### src/rtl/game_pkg.sv
// Shared game-state encoding for the input front-end and the game controller,
// plus key lane indices used by the input front-end.
package game_pkg;

  typedef enum logic [1:0] {
    STATE_START = 2'b00,
    STATE_PLAY  = 2'b01,
    STATE_OVER  = 2'b10
  } game_state_t;

  localparam int NUM_KEYS  = 4;
  localparam int NUM_DIRS  = 3;
  localparam int KEY_LEFT  = 0;
  localparam int KEY_RIGHT = 1;
  localparam int KEY_DOWN  = 2;
  localparam int KEY_START = 3;

endpackage

### src/rtl/key_debounce.sv
// One key lane: 2-FF synchronizer, stability counter, debounced pressed level
// and a registered one-cycle press event on the released->pressed flip.
module key_debounce #(
  parameter int DEBOUNCE_CYCLES = 1_000_000
) (
  input  logic clk_i,
  input  logic rst_i,
  input  logic key_n_i,
  output logic level_o,
  output logic press_o
);

  localparam int CW = $clog2(DEBOUNCE_CYCLES);
  localparam logic [CW-1:0] CNT_MAX = CW'(DEBOUNCE_CYCLES - 1);

  logic          sync1_q, sync2_q, level_q, press_q;
  logic [CW-1:0] cnt_q;
  logic          pressed_d;

  assign pressed_d = ~sync2_q;

  // A change of the synced level while it differs from level_q makes it equal
  // again, so the equality test alone restarts the count on any bounce.
  always_ff @(posedge clk_i) begin
    if (rst_i) begin
      sync1_q <= 1'b1;
      sync2_q <= 1'b1;
      level_q <= 1'b0;
      press_q <= 1'b0;
      cnt_q   <= '0;
    end else begin
      sync1_q <= key_n_i;
      sync2_q <= sync1_q;
      press_q <= 1'b0;
      if (pressed_d == level_q) begin
        cnt_q <= '0;
      end else if (cnt_q == CNT_MAX) begin
        level_q <= pressed_d;
        press_q <= pressed_d;
        cnt_q   <= '0;
      end else begin
        cnt_q <= cnt_q + 1'b1;
      end
    end
  end

  assign level_o = level_q;
  assign press_o = press_q;

endmodule

### src/rtl/game_input_ctrl.sv
// Button front-end and START/PLAY/OVER state machine for the block game.
// Optional hold-to-repeat on left/right/down is enabled by KEY_AUTO_REPEAT_EN.
module game_input_ctrl
  import game_pkg::*;
#(
  parameter int DEBOUNCE_CYCLES = 1_000_000,
  parameter int REPEAT_DELAY    = 25_000_000,
  parameter int REPEAT_PERIOD   = 5_000_000
) (
  input  logic       CLK_50M,
  input  logic       RST,
  input  logic       key_left_n,
  input  logic       key_right_n,
  input  logic       key_down_n,
  input  logic       key_start_n,
  input  logic       game_over,
  output logic [1:0] game_state,
  output logic       left_key_press,
  output logic       right_key_press,
  output logic       down_key_press,
  output logic [3:0] key_level
);

  logic [NUM_KEYS-1:0] keys_n, level, press;
  logic [NUM_DIRS-1:0] fire, pulse_q;
  game_state_t         state_q;
  logic                game_over_q;

  assign keys_n = {key_start_n, key_down_n, key_right_n, key_left_n};

  key_debounce #(.DEBOUNCE_CYCLES(DEBOUNCE_CYCLES)) u_key [NUM_KEYS-1:0] (
    .clk_i   (CLK_50M),
    .rst_i   (RST),
    .key_n_i (keys_n),
    .level_o (level),
    .press_o (press)
  );

`ifdef KEY_AUTO_REPEAT_EN
  localparam int RMAX = (REPEAT_DELAY > REPEAT_PERIOD) ? REPEAT_DELAY : REPEAT_PERIOD;
  localparam int RW   = $clog2(RMAX + 1);

  logic [NUM_DIRS-1:0][RW-1:0] rcnt_q;
  logic [NUM_DIRS-1:0]         ract_q, rfirst_q, rep;

  always_comb begin
    rep = '0;
    for (int i = 0; i < NUM_DIRS; i++)
      rep[i] = ract_q[i] && level[i] && (state_q == STATE_PLAY) &&
               (rfirst_q[i] ? (rcnt_q[i] == RW'(REPEAT_DELAY - 1))
                            : (rcnt_q[i] == RW'(REPEAT_PERIOD - 1)));
  end

  // Repeat arms only on a press accepted in PLAY; release or leaving PLAY disarms.
  always_ff @(posedge CLK_50M) begin
    if (RST) begin
      rcnt_q   <= '0;
      ract_q   <= '0;
      rfirst_q <= '1;
    end else begin
      for (int i = 0; i < NUM_DIRS; i++) begin
        if (press[i] && state_q == STATE_PLAY) begin
          ract_q[i]   <= 1'b1;
          rfirst_q[i] <= 1'b1;
          rcnt_q[i]   <= '0;
        end else if (!ract_q[i] || !level[i] || state_q != STATE_PLAY) begin
          ract_q[i]   <= 1'b0;
          rfirst_q[i] <= 1'b1;
          rcnt_q[i]   <= '0;
        end else if (rep[i]) begin
          rfirst_q[i] <= 1'b0;
          rcnt_q[i]   <= '0;
        end else begin
          rcnt_q[i] <= rcnt_q[i] + 1'b1;
        end
      end
    end
  end

  assign fire = press[NUM_DIRS-1:0] | rep;
`else
  logic unused_repeat;
  assign unused_repeat = ^{REPEAT_DELAY, REPEAT_PERIOD};
  assign fire = press[NUM_DIRS-1:0];
`endif

  // Pulse gating looks at the state before the edge, so the press that enters
  // PLAY is never forwarded as a direction.
  always_ff @(posedge CLK_50M) begin
    if (RST) begin
      state_q     <= STATE_START;
      game_over_q <= 1'b0;
      pulse_q     <= '0;
    end else begin
      game_over_q <= game_over;
      pulse_q     <= (state_q == STATE_PLAY) ? fire : '0;
      case (state_q)
        STATE_START: if (press[KEY_START]) state_q <= STATE_PLAY;
        STATE_PLAY:  if (game_over_q)      state_q <= STATE_OVER;
        STATE_OVER:  if (press[KEY_START]) state_q <= STATE_START;
        default:                           state_q <= STATE_START;
      endcase
    end
  end

  assign game_state      = state_q;
  assign left_key_press  = pulse_q[KEY_LEFT];
  assign right_key_press = pulse_q[KEY_RIGHT];
  assign down_key_press  = pulse_q[KEY_DOWN];
  assign key_level       = level;

endmodule

### config.mk
export PLATFORM = sky130hd
export DESIGN_NAME = game_input_ctrl
export DESIGN_NICKNAME = d
export VERILOG_FILES = /design/src/rtl/game_pkg.sv /design/src/rtl/key_debounce.sv /design/src/rtl/game_input_ctrl.sv
export SDC_FILE = /design/constraint.sdc
export NUM_CORES = 1
export LEC_CHECK = 0
export CAP_MARGIN = 20
export CORE_UTILIZATION = 25
export CTS_CLUSTER_DIAMETER = 200
export DETAILED_ROUTE_END_ITERATION = 10
export GPL_TIMING_DRIVEN = 1
export HOLD_SLACK_MARGIN = 0.03
export PLACE_DENSITY = 0.39
export SLEW_MARGIN = 10
export SYNTH_ARGS = -nofsm -noshare
export SYNTH_HDL_FRONTEND = slang
export SYNTH_SLANG_ARGS = --single-unit
### constraint.sdc
create_clock -name CLK_50M -period 2.1 [get_ports CLK_50M]
set_clock_uncertainty 0.1 [all_clocks]
set_input_delay 0.42 -clock CLK_50M [delete_from_list [all_inputs] [get_ports CLK_50M]]
set_output_delay 0.42 -clock CLK_50M [all_outputs]
set_load 0.1 [all_outputs]
==> metrics <==
outcome=completed; # diodes=0; grt ovf=0; # setup viols final=0; chip height=134 um; RSZ-0062 raised after global routing=false; GRT Total Usage=10.9%; total number of vias=3414; fraction of layout cells with a size suffix above 1=12.7%; DRC viols=0; CTS Buf Count=9; Crit. End Element=flip-flop; post-layout net count=532; antenna viol nets, final=0; peak supply drop=379 uV; largest net degree at the start of global routing=24; core area=16800 sq um; Std-Cell Rows=47; io pins=16; H-tree levels=3; Hold Path End=u_key[3].sync2_q; clock sinks=slightly above 100; worst flop-to-flop path startpoint=u_key[1].cnt_q[11]; slowest cell on the critical path=or4_4; fin crit share=93.5%; total power=3700 uW; Least-Margin Pin Slew=0.412 ns; highest clock rate=0.509 GHz; placement-stage cell area=4940 sq um; setup TNS=0 ns; Syn Inst Count=roughly 490; Vias/cell=4.58; total of warnings raised by yosys=0; ys async rst share=0%; CP max stage delay=0.60 ns; Buf/Inv on CP=0; R2R setup slack=roughly 0.14 ns; CTS Root Cell=clkbuf_16; reg-to-reg endpoint=u_key[1].cnt_q[18]; Syn-to-layout area delta=20.1%; final hold vios=0; hold crit path type=flip-flop to flip-flop; Pre-Repair DR Iteration Count=6; Slew HR=72.3%; Finished Layout Cells=746; fin crit period=1.96 ns; TritonCTS clock tree=done; top cells by area, synth=dfxtp_1 (47%), xnor2_1 (7.6%), nor2_1 (6.4%), xor2_1 (3.6%), nand3_1 (3.2%); sequential area share after synthesis=46.8%; pwr/cell area=705 nW/um^2; Die Footprint=18000 sq um; P_leak=0.00157 uW; worst skew pair latency=0.35 ns; CP top delay family=simple AND/OR/NAND/NOR gates; die width=134 um; initial antenna violation count=0; Critical Path Start Type=flip-flop; library cells used by synthesis=40; Seq cells post-synth=102; Reg clk slew, reported paths=0.07 ns; Worst Path Arrival=2.14 ns; Hold Path Stages=1; worst path required time=roughly 2.3 ns; critical-path cell list=nand4_2 -> or4_4 -> or4_1 -> a21oi_1; Worst Path Max Fanout=8; Syn Area/Cell=8.85 sq um; Post-Layout Inst Area=5240 sq um; Detailed Route Iter0 Violations=145; Final Core Density=31.2%; leading area contributor after synthesis=dfxtp_1; global-route wire length before repair=15.5 mm; hold path startpoint=u_key[3].sync1_q; Routed WL per cell=12.2 um; final-report max-slew violation count=0; worst-case clock buffer depth=2; IO Port Bufs=15; Main synth FF type=dfxtp_1; post-synth net total=504; critical path class=flip-flop to flip-flop; final wirelength=roughly 9 mm; Inst Count DP=730; max-cap viol count=0; number of flops mapped to enable cells by yosys=0; Placer Congestion=0.722; Final HPWL DP=6.48 mm; cts hold-fix bufs=0; Yosys top cell area share=between 40 and 50%; vias in the first global route=3195; Worst Reg-to-Reg Cells=4; Mapped Area=4370 sq um; initial core utilization=26.0%
## logic make-up (layout without fill, tap and decap cells)
kind of cell,after synthesis,in the layout,synth area share (%)
flops,102,102,46.8
simple gates,242,242,29.5
compound gates,53,53,7.77
buf+inv,36,69,3.58
xor+xnor,56,56,11.2
fa+ha+maj,4,4,1.15
## layout by cell type (no fill, tap or decap), types with 3 or more instances in the layout
| cell type | synthesis | layout |
|---|---|---|
| clkdlybuf4s50_1 | 0 | 6 |
| ha_1 | 4 | 4 |
| and3_1 | 13 | 13 |
| nor4_1 | 20 | 20 |
| clkbuf_16 | 0 | 9 |
| nor2_1 | 75 | 75 |
| inv_1 | 15 | 15 |
| nand4_1 | 13 | 13 |
| and4_1 | 3 | 3 |
| buf_12 | 0 | 8 |
| xor2_1 | 18 | 18 |
| nor4b_1 | 4 | 4 |
| nand3_1 | 28 | 28 |
| a21oi_1 | 25 | 25 |
| nor3_1 | 9 | 9 |
| dfxtp_1 | 102 | 101 |
| o31ai_1 | 11 | 11 |
| or2_2 | 9 | 9 |
| inv_6 | 0 | 3 |
| o21ai_0 | 5 | 5 |
| buf_4 | 4 | 24 |
| a311oi_1 | 4 | 4 |
| xnor2_1 | 38 | 38 |
| nand2_1 | 29 | 29 |
| or3_1 | 10 | 10 |
| or4b_1 | 3 | 3 |
| or4_1 | 13 | 12 |
## sequential cells by signal, summed over array words and instances (netlist names)
name	count
game_over_q	1
game_state	2
pulse_q	3
u_key.cnt_q	80
u_key.level_o	4
u_key.press_o	4
u_key.sync1_q	4
u_key.sync2_q	4
## where the power goes
group	switching, uW	internal (uW)	total (uW)	leakage [uW]
registers	5.93	1940	1950	0.000824
logic	27.3	26.7	54.0	0.000600
clock network	758	934	1690	0.000148
## cell usage after synthesis (5+ instances only)
cell type  number
clkbuf_1       12
or4_1          13
inv_1          15
or3_1          10
nor4_1         20
nand2_1        29
or2_2           9
buf_2           5
and3_1         13
o21ai_0         5
nand4_1        13
nand3_1        28
dfxtp_1       102
nor2_1         75
xor2_1         18
a21oi_1        25
nor3_1          9
xnor2_1        38
o31ai_1        11
## repair_timing
item	4_1_cts	5_1_grt
buffers inserted	0	0
setup endpoints to repair	0	26
gates resized for setup	0	4
## final cells by class
class                   instances  area [sq um]
repair buffers                 38           400
clock inverters                 6          66.3
well taps                     220           275
multi-input cells             355          2170
clock buffers                  10           229
fillers                      1788         11600
flip-flops and latches        102          2040
inverters                      15          56.3
## stage by stage
step	setup slack [ns]	hold WS, ns
floorplan	0.222	0.289
global placement	0.0790	0.292
detailed placement	0.0494	0.294
CTS	0.0210	0.315
global route	0.0305	0.336
finish	0.137	0.313
## how the worst max path moves through the flow
stage,from,to,cells after the start
finish,u_key[1].cnt_q[11],u_key[1].cnt_q[18],4
detailed placement,RST,u_key[0].cnt_q[12],4
CTS,u_key[1].cnt_q[10],u_key[1].cnt_q[18],4
global placement,RST,u_key[1].cnt_q[4],4
floorplan,u_key[1].cnt_q[10],u_key[1].cnt_q[18],5
global route,u_key[3].cnt_q[8],u_key[3].level_o,5
## per-layer routing
metal | up-vias | share of wire, % | GRT usage, %
li1 | 1799 | - | -
met1 | 1583 | 54 | 14.8
met2 | 24 | 42 | 16.0
met3 | 8 | 3.1 | 3.36
met4 | 0 | 1.3 | 3.93
met5 | - | 0 | 0
Power figures use the tool's default switching activity.
